File: src/rtl/npcg_pm_pkg.sv
// Shared PM-layer encodings for the NPCG MNC blocks: PM command one-hots,
// option codes, NAND opcode bytes and the short-data command FSM states.
package npcg_pm_pkg;

    localparam logic [7:0] PM_CMD_TIMER = 8'h01;
    localparam logic [7:0] PM_CMD_DI    = 8'h02;
    localparam logic [7:0] PM_CMD_CAL   = 8'h08;
    localparam logic [7:0] PM_CMD_WBSY  = 8'h20;
    localparam logic [7:0] PM_CMD_PBR   = 8'h40;

    localparam logic [2:0] OPT_NONE     = 3'b000;
    localparam logic [2:0] OPT_TIM_PRE  = 3'b001;
    localparam logic [2:0] OPT_DI       = 3'b001;
    localparam logic [2:0] OPT_TIM_POST = 3'b100;

    localparam logic [7:0] NAND_READ_ID      = 8'h90;
    localparam logic [7:0] NAND_PARAM_PAGE   = 8'hEC;
    localparam logic [7:0] NAND_GET_FEATURES = 8'hEE;

    typedef enum logic [1:0] {
        MODE_READ_ID      = 2'b00,
        MODE_PARAM_PAGE   = 2'b01,
        MODE_GET_FEATURES = 2'b10,
        MODE_RAW          = 2'b11
    } mode_t;

    typedef enum logic [3:0] {
        S_IDLE, S_PBR, S_CAL, S_CMDB, S_ADDR, S_WBSY, S_TIM1, S_DI, S_TIM2, S_DONE
    } state_t;

    function automatic logic [2:0] clamp_addr_cnt(input logic [2:0] req, input int unsigned max_cnt);
        return ({29'b0, req} > max_cnt) ? 3'(max_cnt) : req;
    endfunction

endpackage

File: src/rtl/npcg_ca_sequencer.sv
// Command/address byte sequencer: after load, emits the command byte for one
// cycle, then addr_cnt address bytes LSB first; done marks the final byte.
module npcg_ca_sequencer #(
    parameter int MaxAddrCycles = 5
) (
    input  logic        clk,
    input  logic        rst_n,
    input  logic        load,
    input  logic [7:0]  cmd_byte,
    input  logic [39:0] addr_bytes,
    input  logic [2:0]  addr_cnt,
    output logic        ca_select,
    output logic [7:0]  ca_data,
    output logic        done
);

    logic       busy;
    logic [2:0] idx;

    always_ff @(posedge clk or negedge rst_n) begin
        if (!rst_n) begin
            busy <= 1'b0;
            idx  <= 3'd0;
        end else if (load) begin
            busy <= 1'b1;
            idx  <= 3'd0;
        end else if (busy) begin
            if (idx == addr_cnt) begin
                busy <= 1'b0;
            end
            idx <= idx + 3'd1;
        end
    end

    // idx 0 is the command byte, idx k>0 is address byte k-1
    always_comb begin
        ca_select = 1'b0;
        ca_data   = 8'h00;
        if (busy) begin
            ca_select = (idx != 3'd0);
            if (idx == 3'd0) begin
                ca_data = cmd_byte;
            end
            for (int i = 0; i < MaxAddrCycles; i++) begin
                if ({29'b0, idx} == i + 1) begin
                    ca_data = addr_bytes[8*i +: 8];
                end
            end
        end
    end

    assign done = busy && (idx == addr_cnt);

endmodule

File: src/rtl/npcg_toggle_mnc_readid_multi.sv
// Short-data NAND command generator (READ ID / PARAM PAGE / GET FEATURES / RAW):
// drives the PM layer through CMD, address, timed waits and a counted DI burst.
//
// state  | meaning
// IDLE   | ready for a command
// PBR    | wait for all PM engines ready
// CAL    | announce command/address latch, addr count on NumOfData
// CMDB   | command byte on CA bus
// ADDR   | address bytes on CA bus
// WBSY   | ready/busy poll (PARAM PAGE only)
// TIM1   | tWHR wait before data-in
// DI     | data-in burst of iLength beats
// TIM2   | trailing wait
// DONE   | wait for final PM step, pulse oLastStep
module npcg_toggle_mnc_readid_multi
    import npcg_pm_pkg::*;
#(
    parameter int         NumberOfWays  = 4,
    parameter int         MaxAddrCycles = 5,
    parameter int         TWhrCycles    = 14,
    parameter int         TPostCycles   = 7,
    parameter logic [4:0] TargetID      = 5'b00101
) (
    input  logic                    iSystemClock,
    input  logic                    iReset_n,
    input  logic [5:0]              iOpcode,
    input  logic [4:0]              iTargetID,
    input  logic [4:0]              iSourceID,
    input  logic [15:0]             iLength,
    input  logic                    iCMDValid,
    output logic                    oCMDReady,
    input  logic [NumberOfWays-1:0] iWaySelect,
    input  logic [15:0]             iColAddress,
    input  logic [23:0]             iRowAddress,
    output logic                    oStart,
    output logic                    oLastStep,
    output logic                    oError,
    output logic [31:0]             oReadData,
    output logic                    oReadValid,
    output logic                    oReadLast,
    input  logic                    iReadReady,
    input  logic [7:0]              iPM_Ready,
    input  logic [7:0]              iPM_LastStep,
    output logic [7:0]              oPM_PCommand,
    output logic [2:0]              oPM_PCommandOption,
    output logic [NumberOfWays-1:0] oPM_TargetWay,
    output logic [15:0]             oPM_NumOfData,
    output logic                    oPM_CASelect,
    output logic [7:0]              oPM_CAData,
    input  logic [31:0]             iPM_ReadData,
    input  logic                    iPM_ReadValid,
    input  logic                    iPM_ReadLast,
    output logic                    oPM_ReadReady
);

    state_t                  state_q, state_d;
    mode_t                   mode_q, acc_mode;
    logic [15:0]             len_q;
    logic [NumberOfWays-1:0] way_q;
    logic [7:0]              cmd_q, acc_cmd;
    logic [39:0]             addr_q, acc_addr;
    logic [2:0]              cnt_q, acc_cnt;
    logic [15:0]             beat_cnt;
    logic                    err_q;
    logic                    trigger, accept, seq_load, seq_done;
    logic                    in_di, beat, is_last, overrun;
    logic                    unused_bits;

    assign unused_bits = ^{iSourceID, iPM_Ready[7], iPM_LastStep[7:4]};

    assign trigger   = iCMDValid && (iTargetID == TargetID) && (iOpcode[5:2] == 4'b1010);
    assign accept    = trigger && (state_q == S_IDLE);
    assign oCMDReady = (state_q == S_IDLE);
    assign oStart    = accept;
    assign acc_mode  = mode_t'(iOpcode[1:0]);

    always_comb begin
        acc_cmd  = NAND_READ_ID;
        acc_addr = {iRowAddress, iColAddress};
        acc_cnt  = 3'd1;
        case (acc_mode)
            MODE_PARAM_PAGE:   acc_cmd = NAND_PARAM_PAGE;
            MODE_GET_FEATURES: acc_cmd = NAND_GET_FEATURES;
            MODE_RAW: begin
                acc_cmd  = iColAddress[7:0];
                acc_addr = {19'b0, iRowAddress[20:0]};
                acc_cnt  = clamp_addr_cnt(iRowAddress[23:21], MaxAddrCycles);
            end
            default: ;
        endcase
    end

    always_ff @(posedge iSystemClock or negedge iReset_n) begin
        if (!iReset_n) begin
            state_q <= S_IDLE;
            mode_q  <= MODE_READ_ID;
            len_q   <= 16'd0;
            way_q   <= '0;
            cmd_q   <= 8'h00;
            addr_q  <= 40'd0;
            cnt_q   <= 3'd0;
        end else begin
            state_q <= state_d;
            if (accept) begin
                mode_q <= acc_mode;
                len_q  <= iLength;
                way_q  <= iWaySelect;
                cmd_q  <= acc_cmd;
                addr_q <= acc_addr;
                cnt_q  <= acc_cnt;
            end
        end
    end

    always_comb begin
        state_d            = state_q;
        oPM_PCommand       = 8'h00;
        oPM_PCommandOption = OPT_NONE;
        oPM_NumOfData      = 16'd0;
        seq_load           = 1'b0;
        oLastStep          = 1'b0;
        case (state_q)
            S_IDLE: if (accept) state_d = S_PBR;
            S_PBR: begin
                oPM_PCommand = PM_CMD_PBR;
                if (iPM_Ready[6:0] == 7'h7F) state_d = S_CAL;
            end
            S_CAL: begin
                oPM_PCommand  = PM_CMD_CAL;
                oPM_NumOfData = {13'd0, cnt_q};
                if (iPM_Ready[3]) begin
                    seq_load = 1'b1;
                    state_d  = S_CMDB;
                end
            end
            S_CMDB, S_ADDR: begin
                oPM_PCommand  = PM_CMD_CAL;
                oPM_NumOfData = {13'd0, cnt_q};
                if (seq_done) begin
                    state_d = (mode_q == MODE_PARAM_PAGE) ? S_WBSY : S_TIM1;
                end else begin
                    state_d = S_ADDR;
                end
            end
            S_WBSY: begin
                oPM_PCommand = PM_CMD_WBSY;
                if (iPM_LastStep[2]) state_d = S_TIM1;
            end
            S_TIM1: begin
                oPM_PCommand       = PM_CMD_TIMER;
                oPM_PCommandOption = OPT_TIM_PRE;
                oPM_NumOfData      = 16'(TWhrCycles);
                if (iPM_LastStep[3]) state_d = (len_q == 16'd0) ? S_TIM2 : S_DI;
            end
            S_DI: begin
                oPM_PCommand       = PM_CMD_DI;
                oPM_PCommandOption = OPT_DI;
                oPM_NumOfData      = len_q;
                if (iPM_LastStep[0]) state_d = S_TIM2;
            end
            S_TIM2: begin
                oPM_PCommand       = PM_CMD_TIMER;
                oPM_PCommandOption = OPT_TIM_POST;
                oPM_NumOfData      = 16'(TPostCycles);
                if (iPM_LastStep[1]) state_d = S_DONE;
            end
            S_DONE: begin
                if (iPM_LastStep[0]) begin
                    oLastStep = 1'b1;
                    state_d   = S_IDLE;
                end
            end
            default: state_d = S_IDLE;
        endcase
    end

    assign oPM_TargetWay = (state_q != S_IDLE) ? way_q : '0;

    npcg_ca_sequencer #(.MaxAddrCycles(MaxAddrCycles)) u_ca_seq (
        .clk        (iSystemClock),
        .rst_n      (iReset_n),
        .load       (seq_load),
        .cmd_byte   (cmd_q),
        .addr_bytes (addr_q),
        .addr_cnt   (cnt_q),
        .ca_select  (oPM_CASelect),
        .ca_data    (oPM_CAData),
        .done       (seq_done)
    );

    // Data path passes through only during DI; last flag comes from our own count
    assign in_di         = (state_q == S_DI);
    assign oReadValid    = in_di && iPM_ReadValid;
    assign oReadData     = in_di ? iPM_ReadData : 32'd0;
    assign oPM_ReadReady = in_di && iReadReady;
    assign beat          = oReadValid && iReadReady;
    assign is_last       = (len_q != 16'd0) && (beat_cnt == len_q - 16'd1);
    assign overrun       = (beat_cnt >= len_q);
    assign oReadLast     = oReadValid && is_last;
    assign oError        = err_q;

    always_ff @(posedge iSystemClock or negedge iReset_n) begin
        if (!iReset_n) begin
            beat_cnt <= 16'd0;
            err_q    <= 1'b0;
        end else if (accept) begin
            beat_cnt <= 16'd0;
            err_q    <= 1'b0;
        end else if (beat) begin
            if (beat_cnt != 16'hFFFF) beat_cnt <= beat_cnt + 16'd1;
            if ((iPM_ReadLast != is_last) || overrun) err_q <= 1'b1;
        end
    end

endmodule

File: config.mk
export PLATFORM = sky130hd
export DESIGN_NAME = npcg_toggle_mnc_readid_multi
export DESIGN_NICKNAME = d
export VERILOG_FILES = /design/src/rtl/npcg_pm_pkg.sv /design/src/rtl/npcg_ca_sequencer.sv /design/src/rtl/npcg_toggle_mnc_readid_multi.sv
export SDC_FILE = /design/constraint.sdc
export NUM_CORES = 1
export LEC_CHECK = 0
export ABC_AREA = 1
export CAP_MARGIN = 0
export CORE_MARGIN = 1.5
export CORE_UTILIZATION = 51
export CTS_CLUSTER_DIAMETER = 80
export DETAILED_ROUTE_END_ITERATION = 8
export HOLD_SLACK_MARGIN = 0.02
export PLACE_DENSITY = 0.94
export SYNTH_ARGS = -nofsm -noshare
export SYNTH_HDL_FRONTEND = slang
export SYNTH_SLANG_ARGS = --single-unit
File: constraint.sdc
create_clock -name iSystemClock -period 2.9 [get_ports iSystemClock]
set_clock_uncertainty 0.05 [all_clocks]
set_input_delay 0.435 -clock iSystemClock [delete_from_list [all_inputs] [get_ports iSystemClock]]
set_output_delay 0.435 -clock iSystemClock [all_outputs]
set_load 0.01 [all_outputs]
# ---- Yosys cells after proc, flatten, opt, wreduce, memory -nomap -nowiden
# Index checks and enable logic that the tools add are counted.
# Widths: inputs -> output; s select.
dict set report classes {
  eq_ne 33
  magnitude_cmp 2
  reduce_logical 27
  n_addsub 3
  n_mux 44
}
# op count
set ops {}
lappend ops {{$pmux 16 s4} 1}
lappend ops {{$mux 8} 7}
lappend ops {{$mux 16} 3}
lappend ops {{$mux 4} 10}
lappend ops {{$mux 40} 1}
lappend ops {{$pmux 4 s9} 1}
lappend ops {{$pmux 7 s5} 1}
lappend ops {{$mux 32} 1}
lappend ops {{$pmux 8 s3} 1}
lappend ops {{$add 16x1->16 const B} 1}
lappend ops {{$eq 16x16->1} 1}
lappend ops {{$eq 4x3->1 const B} 4}
lappend ops {{$ge 16x16->1} 1}
lappend ops {{$logic_not 16->1} 1}
lappend ops {{$ne 16x16->1 const B} 1}
lappend ops {{$reduce_bool 16->1} 1}
lappend ops {{$sub 16x1->16 const B} 1}
lappend ops {{$ne 2x2->1 const B} 7}
lappend ops {{$eq 4x4->1 const B} 3}
lappend ops {{$mux 3} 4}
lappend ops {{$mux 1} 11}
lappend ops {{$logic_and 1x1->1} 9}
lappend ops {{$eq 4x2->1 const B} 2}
lappend ops {{$reduce_and 8->1} 1}
lappend ops {{24 further kinds} 35}
dict set report totals {
  inputBits 130
  output_inout_bits 79
  reg_bits 98
}

# ---- Depth between registers and ports, before layout
# Gate-level depths: netlist (run 1).
dict set report logic_depth {
  ltp_word 8
  mapped_depth 16
  depth_no_buf 16
}

# ---- By module
# Synthesis (run 1) repeated with hierarchy kept, for this count alone.
dict set report unflattened {
  cells_unflattened 1014
  hier_area_um2 6800.3
}
# module cells_per_inst n_inst area_per_inst_um2
set by_module_without_submodules {}
lappend by_module_without_submodules {npcg_toggle_mnc_readid_multi 842 1 5840.6}
lappend by_module_without_submodules {npcg_ca_sequencer 172 1 959.7}

# ---- Worst setup path after synthesis (run 1)
# Ideal clock, no wire load.
dict set report synth_timing {
  kind {register to output}
  from {reg len_q[0]}
  to {out oReadLast}
  path_buffers 0
  required_ps 2415
  path_slack_ps 515
  t_arrival_ps 1900
  path_stages_with_launch 11
  path_cell_list {dfrtp_1 inv_1 ha_1 nand3_1 nor2_1 nand3b_1 nand2_1 nand2_1 nor2_1 nand2_1 nor4_1}
}
dict set report synth_between {
  elab_chain_len 4
  word_cells_on_any_way 5
  cone_classes {add/sub: 1; eq/ne: 1; reduce/logical: 3}
}
# item line
set synth_lines {}
lappend synth_lines {{start, declared} npcg_toggle_mnc_readid_multi.sv:58} ;# logic [15:0] len_q;
lappend synth_lines {{start signal, assigned} npcg_toggle_mnc_readid_multi.sv:106} ;# len_q <= iLength;
lappend synth_lines {{$sub 16x1->16} npcg_toggle_mnc_readid_multi.sv:197} ;# assign is_last = (len_q != 16'd0) && (beat_cnt == len_q - 16'd1);
lappend synth_lines {{$eq 16x16->1} npcg_toggle_mnc_readid_multi.sv:197}
lappend synth_lines {{$logic_and 1x1->1 (*)} npcg_toggle_mnc_readid_multi.sv:197}
lappend synth_lines {{$logic_and 1x1->1 (*)} npcg_toggle_mnc_readid_multi.sv:199} ;# assign oReadLast = oReadValid && is_last;
lappend synth_lines {{end, declared} npcg_toggle_mnc_readid_multi.sv:40} ;# output logic oReadLast,
# Mark *: on every way between the ends. The rest lies on a longest branch, timed or not.

# ---- Worst setup path in the final report (run 1)
dict set report layout_timing {
  from {reg u_ca_seq.idx[1]}
  to {out oPM_CAData[0]}
}
dict set report layout_between {
  elab_chain_len 8
  word_cells_on_any_way 13
  cone_classes {eq/ne: 5; mux: 7; reduce/logical: 1}
}
# item line
set layout_lines {}
lappend layout_lines {{start, declared} npcg_ca_sequencer.sv:18} ;# logic [2:0] idx;
lappend layout_lines {{start signal, assigned} npcg_ca_sequencer.sv:31} ;# idx <= idx + 3'd1;
lappend layout_lines {{$logic_not 3->1} npcg_ca_sequencer.sv:41} ;# if (idx == 3'd0) begin
lappend layout_lines {{$mux 8} npcg_ca_sequencer.sv:41}
lappend layout_lines {{$mux 8 (4 in a row)} npcg_ca_sequencer.sv:45} ;# if ({29'b0, idx} == i + 1) begin
lappend layout_lines {{$mux 8 (*)} npcg_ca_sequencer.sv:45}
lappend layout_lines {{$mux 8 (*)} npcg_ca_sequencer.sv:39} ;# if (busy) begin
lappend layout_lines {{end, declared} npcg_toggle_mnc_readid_multi.sv:49} ;# output logic [7:0] oPM_CAData,
# Marked as above.

==> run_results.csv, run 1 <==
group,metric,value,unit
outcome,status,"completed",
cts,htree_levels,3,
global_routing,grt_pass1_vias,7047,
power_and_ir_drop,power.density,566,nW/um^2
run,cap_violations,0,
detailed_routing,drt_pass1_iterations,6,
global_routing,grt_use_met2,49.2,%
yosys,synth-seq-area-share,36.6,%
global_routing,grt_antenna_before_repair,0,
yosys,ys.flop_type,"dfrtp_1",
cts,clock_path_buffers,2,
sta,hold_ws,0.434,ns
detailed_routing,post-route-drc-count,0,
yosys,synth_area_leaders,"dfrtp_1, nand2_1, o21ai_0",
yosys,synth_cells,976,
global_routing,grt_use_met1,35.6,%
placement,gp_congestion,0.945,
yosys,ys_warn_count,0,
critical_path,r2r-end,"beat_cnt[14]",
min_path,whs_endpoint,"addr_q[32]",
power_and_ir_drop,pwr-share-comb,44.3,%
global_routing,grt_usage,28.8,%
die,ios,209,
global_routing,gr-usage-met3,6.49,%
global_routing,grt_pass1_wl,32900,microns
yosys,synth_top_area_share,36.6,%
final_layout,num-nets-final,1322,
cts,clkLatencyLatePin,0.36,ns
detailed_routing,viasPerCell,5.45,
sta,min_period,2.80,ns
final_layout,area_delta_synth_final,37.3,%
global_routing,grt_max_degree,125,
detailed_routing,avgRoutedWirePerCell,14.9,microns
cts,path_clk_slew,0.07,ns
power_and_ir_drop,power.leakage,4.46,nW
cts,cts_tree,"done",
detailed_routing,ant_nets,0,
yosys,synth_area,6700,sq um
power_and_ir_drop,pwr-share-clk,23.6,%
sta,grt_setup_unrepaired,"yes",
critical_path,start_kind,"flop",
detailed_routing,via_count,7329,
final_layout,n_antenna_cell,0,
power_and_ir_drop,internal_power,3.19,mW
yosys,yosysTopAreaCell,"dfrtp_1",
cts,cts_root_buffer,"clkbuf_16",
critical_path,cp_max_fo,5,
sta,fmax,0.357,GHz
detailed_routing,totalWireLength,20100,microns
sta,slew_viol_final,0,
final_layout,seq_area,2450,sq um
sta,setup_viol,0,
detailed_routing,drt-initial-drc-count,608,
yosys,yosys.cell_types.count,44,
yosys,ys_ff_latch,98,
critical_path,regToRegSetupSlack,0.50,ns
placement,hpwl,14400,microns
min_path,worst_hold_path_type,"reg2reg",
critical_path,cp-end-kind,"output pin",
yosys,synthArstFlopShare,100,%
power_and_ir_drop,sequentialPowerShare,32.1,%
sta,min_period_over_period,96.5,%
die,die_y,118,microns
sta,slew_headroom,49.1,%
critical_path,crit_arrival,2.31,ns
power_and_ir_drop,total_power,5.21,mW
cts,numCtsBuffers,9,
critical_path,critical_path_class,"reg2out",
sta,hold_viol,0,
yosys,synth-edff-count,0,
critical_path,required,2.41,ns
placement,io_buffers,194,
min_path,worstHoldStart,"addr_q[32]",
sta,worst_slack,0.101,ns
power_and_ir_drop,vdd_drop_max,0.441,mV
die,core_area,12700,sq um
final_layout,drive_gt1_share,7.50,%
sta,max_slew.worst_pin.slew,0.758,ns
global_routing,grt_busiest_layer,"met2",
power_and_ir_drop,p_sw,2.02,mW
yosys,synthTopCellsByCount,"nand2_1, nor2_1, inv_1",
yosys,avgSynthCellArea,6.87,sq um
min_path,min_path_cells,2,
global_routing,overflow,0,
die,rows,41,
sta,tns,0,ns
die,die_area,13800,sq um
die,start_util,52.7,%
final_layout,design_area,9200,sq um
critical_path,rr_startpoint,"state_q[2]",
power_and_ir_drop,p_sw_share,38.8,%
yosys,yosysMostFrequentCell,"nand2_1",
final_layout,fill_cells,945,
critical_path,worst_r2r_path_depth,11,
placement,dp_slack,-0.00177,ns
final_layout,multiInputGateArea,3600,sq um
placement,place_area,8860,sq um
cts,cts.sinks,98,
die,die_w,118,microns
cell families (layout without fill, tap and decap cells):
logic type	Yosys count	after routing	synth area share, %
AND/OR/NAND/NOR	471	472	30.8
AO/OA/AOI/OAI	191	191	15.8
buffers and inverters	179	373	10.5
flip-flops	98	98	36.6
adder cells (fa/ha/maj)	23	23	4.29
XOR/XNOR	13	13	1.90
other	1	4	0.0559
layout by cell type, fill, tap and decap left out, drive strengths merged, types with 2 or more instances in the layout:
cell type / netlist / layout
nand4: 5 / 5
nand3: 52 / 52
o31ai: 2 / 2
ha: 23 / 23
nor3: 17 / 17
nand2: 242 / 242
nor3b: 3 / 3
inv: 137 / 139
nor2: 142 / 143
o211ai: 15 / 15
clkbuf: 23 / 14
o21ai: 107 / 107
a21oi: 35 / 35
clkdlybuf4s50: 0 / 182
o21bai: 2 / 2
conb: 1 / 4
xor2: 5 / 5
nor4: 4 / 4
nand3b: 5 / 5
o22ai: 2 / 2
buf: 17 / 28
dlymetal6s2s: 0 / 2
xnor2: 7 / 7
clkinv: 2 / 4
dfrtp: 98 / 98
a31oi: 25 / 25
how the worst max path moves through the flow:
stage                     cells past startpoint       startpoint             to  slack [ns]
after CTS                                    12  u_ca_seq.idx[1]  oPM_CAData[0]       -0.03
after global placement                       11  u_ca_seq.idx[0]  oPM_CAData[0]        0.08
after floorplan                              10         len_q[0]      oReadLast        0.52
after global routing                         12  u_ca_seq.idx[0]  oPM_CAData[0]       -0.04
after detailed placement                     11  u_ca_seq.idx[1]  oPM_CAData[2]      -0.002
final                                        12  u_ca_seq.idx[1]  oPM_CAData[0]        0.10
sequential cells by signal, indices dropped and copies added, names as in the netlist:
register / count
u_ca_seq.busy: 1
state_q: 4
len_q: 16
u_ca_seq.idx: 3
oError: 1
cmd_q: 8
mode_q: 2
addr_q: 40
way_q: 4
beat_cnt: 16
cnt_q: 3
worst max-delay path: stages, from the launching register on:
cell,delay [ns]
dfrtp_1,0.40
inv_2,0.08
ha_2,0.18
inv_1,0.07
nor2_4,0.13
nand2_2,0.10
buf_4,0.17
o211ai_1,0.18
o21ai_0,0.12
o21ai_1,0.13
a21oi_1,0.07
nor2_1,0.17
buf_2,0.15
power groups by stage:
stage	Clock, mW	Combinational (mW)	Sequential, mW
after floorplan	0	1.28	1.62
after global placement	0	2.15	1.67
final	1.23	2.31	1.67
after CTS	1.23	2.27	1.65
after global routing	1.29	2.53	1.69
after detailed placement	0	2.22	1.68
stage by stage:
| stage | utilization (%) | cells |
|---|---|---|
| finish | 72.3 | 1346 |
| global route | 72.3 | 1346 |
| CTS | 72.3 | 1344 |
| detailed placement | 69.6 | 1325 |
| global placement | 69.6 | 1325 |
| floorplan | - | 979 |
layer usage:
| layer | up-vias | share of wire, % |
|---|---|---|
| met1 | 3363 | 39 |
| met2 | 386 | 49 |
| met4 | 0 | 2.8 |
| li1 | 3523 | - |
| met3 | 57 | 9.2 |
| met5 | - | 0 |
what timing repair did:
action / in CTS / in global routing
pin swaps: 1 / 8
hold endpoints to repair: 33 / 0
cloned: 0 / 1
setup buffers: 2 / 1
hold buffers: 1 / 0
resized for setup: 21 / 35
endpoints found under the setup margin: 9 / 13
cell type report:
| cell class | instances | area share (%) |
|---|---|---|
| clock inverters | 6 | 0.789 |
| clock buffers | 10 | 2.49 |
| flip-flops and latches | 98 | 26.7 |
| repair buffers | 218 | 23.0 |
| well taps | 172 | 2.34 |
| multi-input cells | 703 | 39.1 |
| inverters | 139 | 5.68 |
Note: power is estimated with default switching activity, not from simulation.
==> run 2: changes to the inputs <==
Settings changed: CORE_UTILIZATION 51 to 48, PLACE_DENSITY 0.94 to 0.9.
Clock period 2.9 ns to 2.7 ns, I/O delays scaled along.
==> run_results.csv, run 2 (synthesized netlist as in run 1, its figures left out) <==
group,metric,value,unit
placement,place_area,9010,sq um
final_layout,biggestRegsByFlops,"addr_q x40, beat_cnt x16, len_q x16",
sta,hold_ws,0.431,ns
cts,htree_levels,3,
cts,clkLatencyLatePin,0.35,ns
die,die_area,14700,sq um
sta,slew_viol_final,0,
global_routing,grt_usage,28.0,%
critical_path,critical_path_class,"reg2out",
critical_path,crit_buf_inv,4,
final_layout,multiInputGateArea,3740,sq um
final_layout,num-nets-final,1347,
critical_path,crit_arrival,2.25,ns
critical_path,worst_r2r_path_depth,11,
power_and_ir_drop,power.leakage,4.57,nW
global_routing,grt_busiest_layer,"met2",
global_routing,grt_max_degree,125,
global_routing,grt_use_met1,34.8,%
global_routing,grt_antenna_before_repair,0,
sta,min_period,2.71,ns
sta,grt_setup_unrepaired,"yes",
global_routing,grt_pass1_vias,7138,
sta,min_period_over_period,100,%
cts,cts.sinks,98,
cts,path_clk_slew,0.07,ns
run,cap_violations,0,
sta,slew_headroom,63.9,%
outcome,status,"complete, but fails checks",
final_layout,fill_cells,1029,
cts,clock_path_buffers,2,
sta,fmax,0.370,GHz
detailed_routing,viasPerCell,5.43,
final_layout,top_register,"addr_q",
die,die_y,121,microns
detailed_routing,ant_nets,0,
detailed_routing,drt_pass1_iterations,7,
critical_path,crit_cells,12,
global_routing,grt_pass1_wl,32800,microns
placement,dp_slack,-0.117,ns
detailed_routing,drt-initial-drc-count,676,
power_and_ir_drop,vdd_drop_max,0.506,mV
power_and_ir_drop,total_power,5.86,mW
critical_path,cp_max_fo,4,
die,core_area,13500,sq um
die,ios,209,
critical_path,endpoint,"oPM_CAData[0]",
final_layout,final_common_cell,"nand2_1",
global_routing,gr-usage-met3,5.78,%
critical_path,startpoint,"u_ca_seq.idx[1]",
final_layout,drive_gt1_share,11.5,%
final_layout,n_antenna_cell,0,
detailed_routing,avgRoutedWirePerCell,15.4,microns
sta,max_slew.worst_pin.slew,0.541,ns
power_and_ir_drop,power.density,613,nW/um^2
sta,hold_viol,0,
critical_path,required,2.25,ns
critical_path,crit_chain,"inv_2 > ha_4 > inv_2 > nor2_4 > nand2_4 > buf_6 > o211ai_1 > o21ai_1 > o21ai_1 > a21oi_1 > nor2_1 > buf_2",
final_layout,fin_util,71.0,%
cts,cts_tree,"done",
final_layout,design_area,9560,sq um
sta,worst_slack,-0.00565,ns
cts,numCtsBuffers,9,
sta,setup_viol,1,
critical_path,regToRegSetupSlack,0.41,ns
placement,gp_congestion,0.927,
min_path,worst_hold_path_type,"reg2reg",
placement,io_buffers,194,
critical_path,rr_startpoint,"state_q[2]",
global_routing,grt_use_met2,48.4,%
die,die_w,121,microns
critical_path,slowest_stage,"dfrtp_1",
critical_path,cp-end-kind,"output pin",
die,rows,42,
critical_path,critical_path.top_delay_family,"compound AO/OA/AOI/OAI gates",
final_layout,seq_area,2450,sq um
sta,tns,-0.00565,ns
final_layout,largest_reg_flops,40,
cts,cts_root_buffer,"clkbuf_16",
die,start_util,49.8,%
detailed_routing,post-route-drc-count,0,
detailed_routing,totalWireLength,21100,microns
final_layout,final_cells,1373,
final_layout,layout_common_cells,"nand2_1, clkdlybuf4s50_1, nor2_1, inv_1, dfrtp_1",
placement,place_inst,1347,
global_routing,overflow,0,
placement,hpwl,14800,microns
critical_path,start_kind,"flop",
final_layout,area_delta_synth_final,42.6,%
critical_path,critPathMaxStageDelay,0.40,ns
detailed_routing,via_count,7450,
outcome,violations,"negative setup slack",
critical_path,r2r-end,"beat_cnt[14]",
[run 2: final cells by class]
class                           count  area share, %
Inverter                          139           5.47
Sequential cell                    98           25.7
Clock buffer                       10           2.50
Multi-Input combinational cell    703           39.1
Clock inverter                      4          0.301
Timing Repair Buffer              243           24.6
Tap cell                          176           2.30
[run 2: how the worst min path moves through the flow]
stage,from,to,slack [ns],cells after the start
6_report,addr_q[32],addr_q[32],0.43,2
5_1_grt,addr_q[32],addr_q[32],0.45,2
4_1_cts,addr_q[32],addr_q[32],0.43,2
3_5_place_dp,iReset_n,len_q[8],0.33,1
3_3_place_gp,iReset_n,len_q[8],0.32,1
2_1_floorplan,iReset_n,addr_q[0],0.06,0
[run 2: routing by layer]
layer	vias to the layer above	wire length [microns]
met1	3486	8470
met3	55	1590
li1	3567	-
met5	-	0
met4	0	516
met2	342	10500
[run 2: tightest hold or removal path, cell delays in order, from the launching register on]
cell	delay, ns
dfrtp_1	0.34
nand2_1	0.05
o21ai_0	0.06
[run 2: where the power goes]
group          leakage (nW)  internal, mW  switching [mW]
Combinational          3.31          1.30            1.57
Sequential             1.13          1.61           0.176
Clock                 0.127         0.641           0.561
[run 2: timing repair]
action	in CTS	in global routing
endpoints found under the hold margin	29	0
buffers inserted	3	6
gates cloned	0	2
pin swaps	8	23
setup endpoints to repair	12	36
gates resized for setup	47	55
hold buffers	1	0
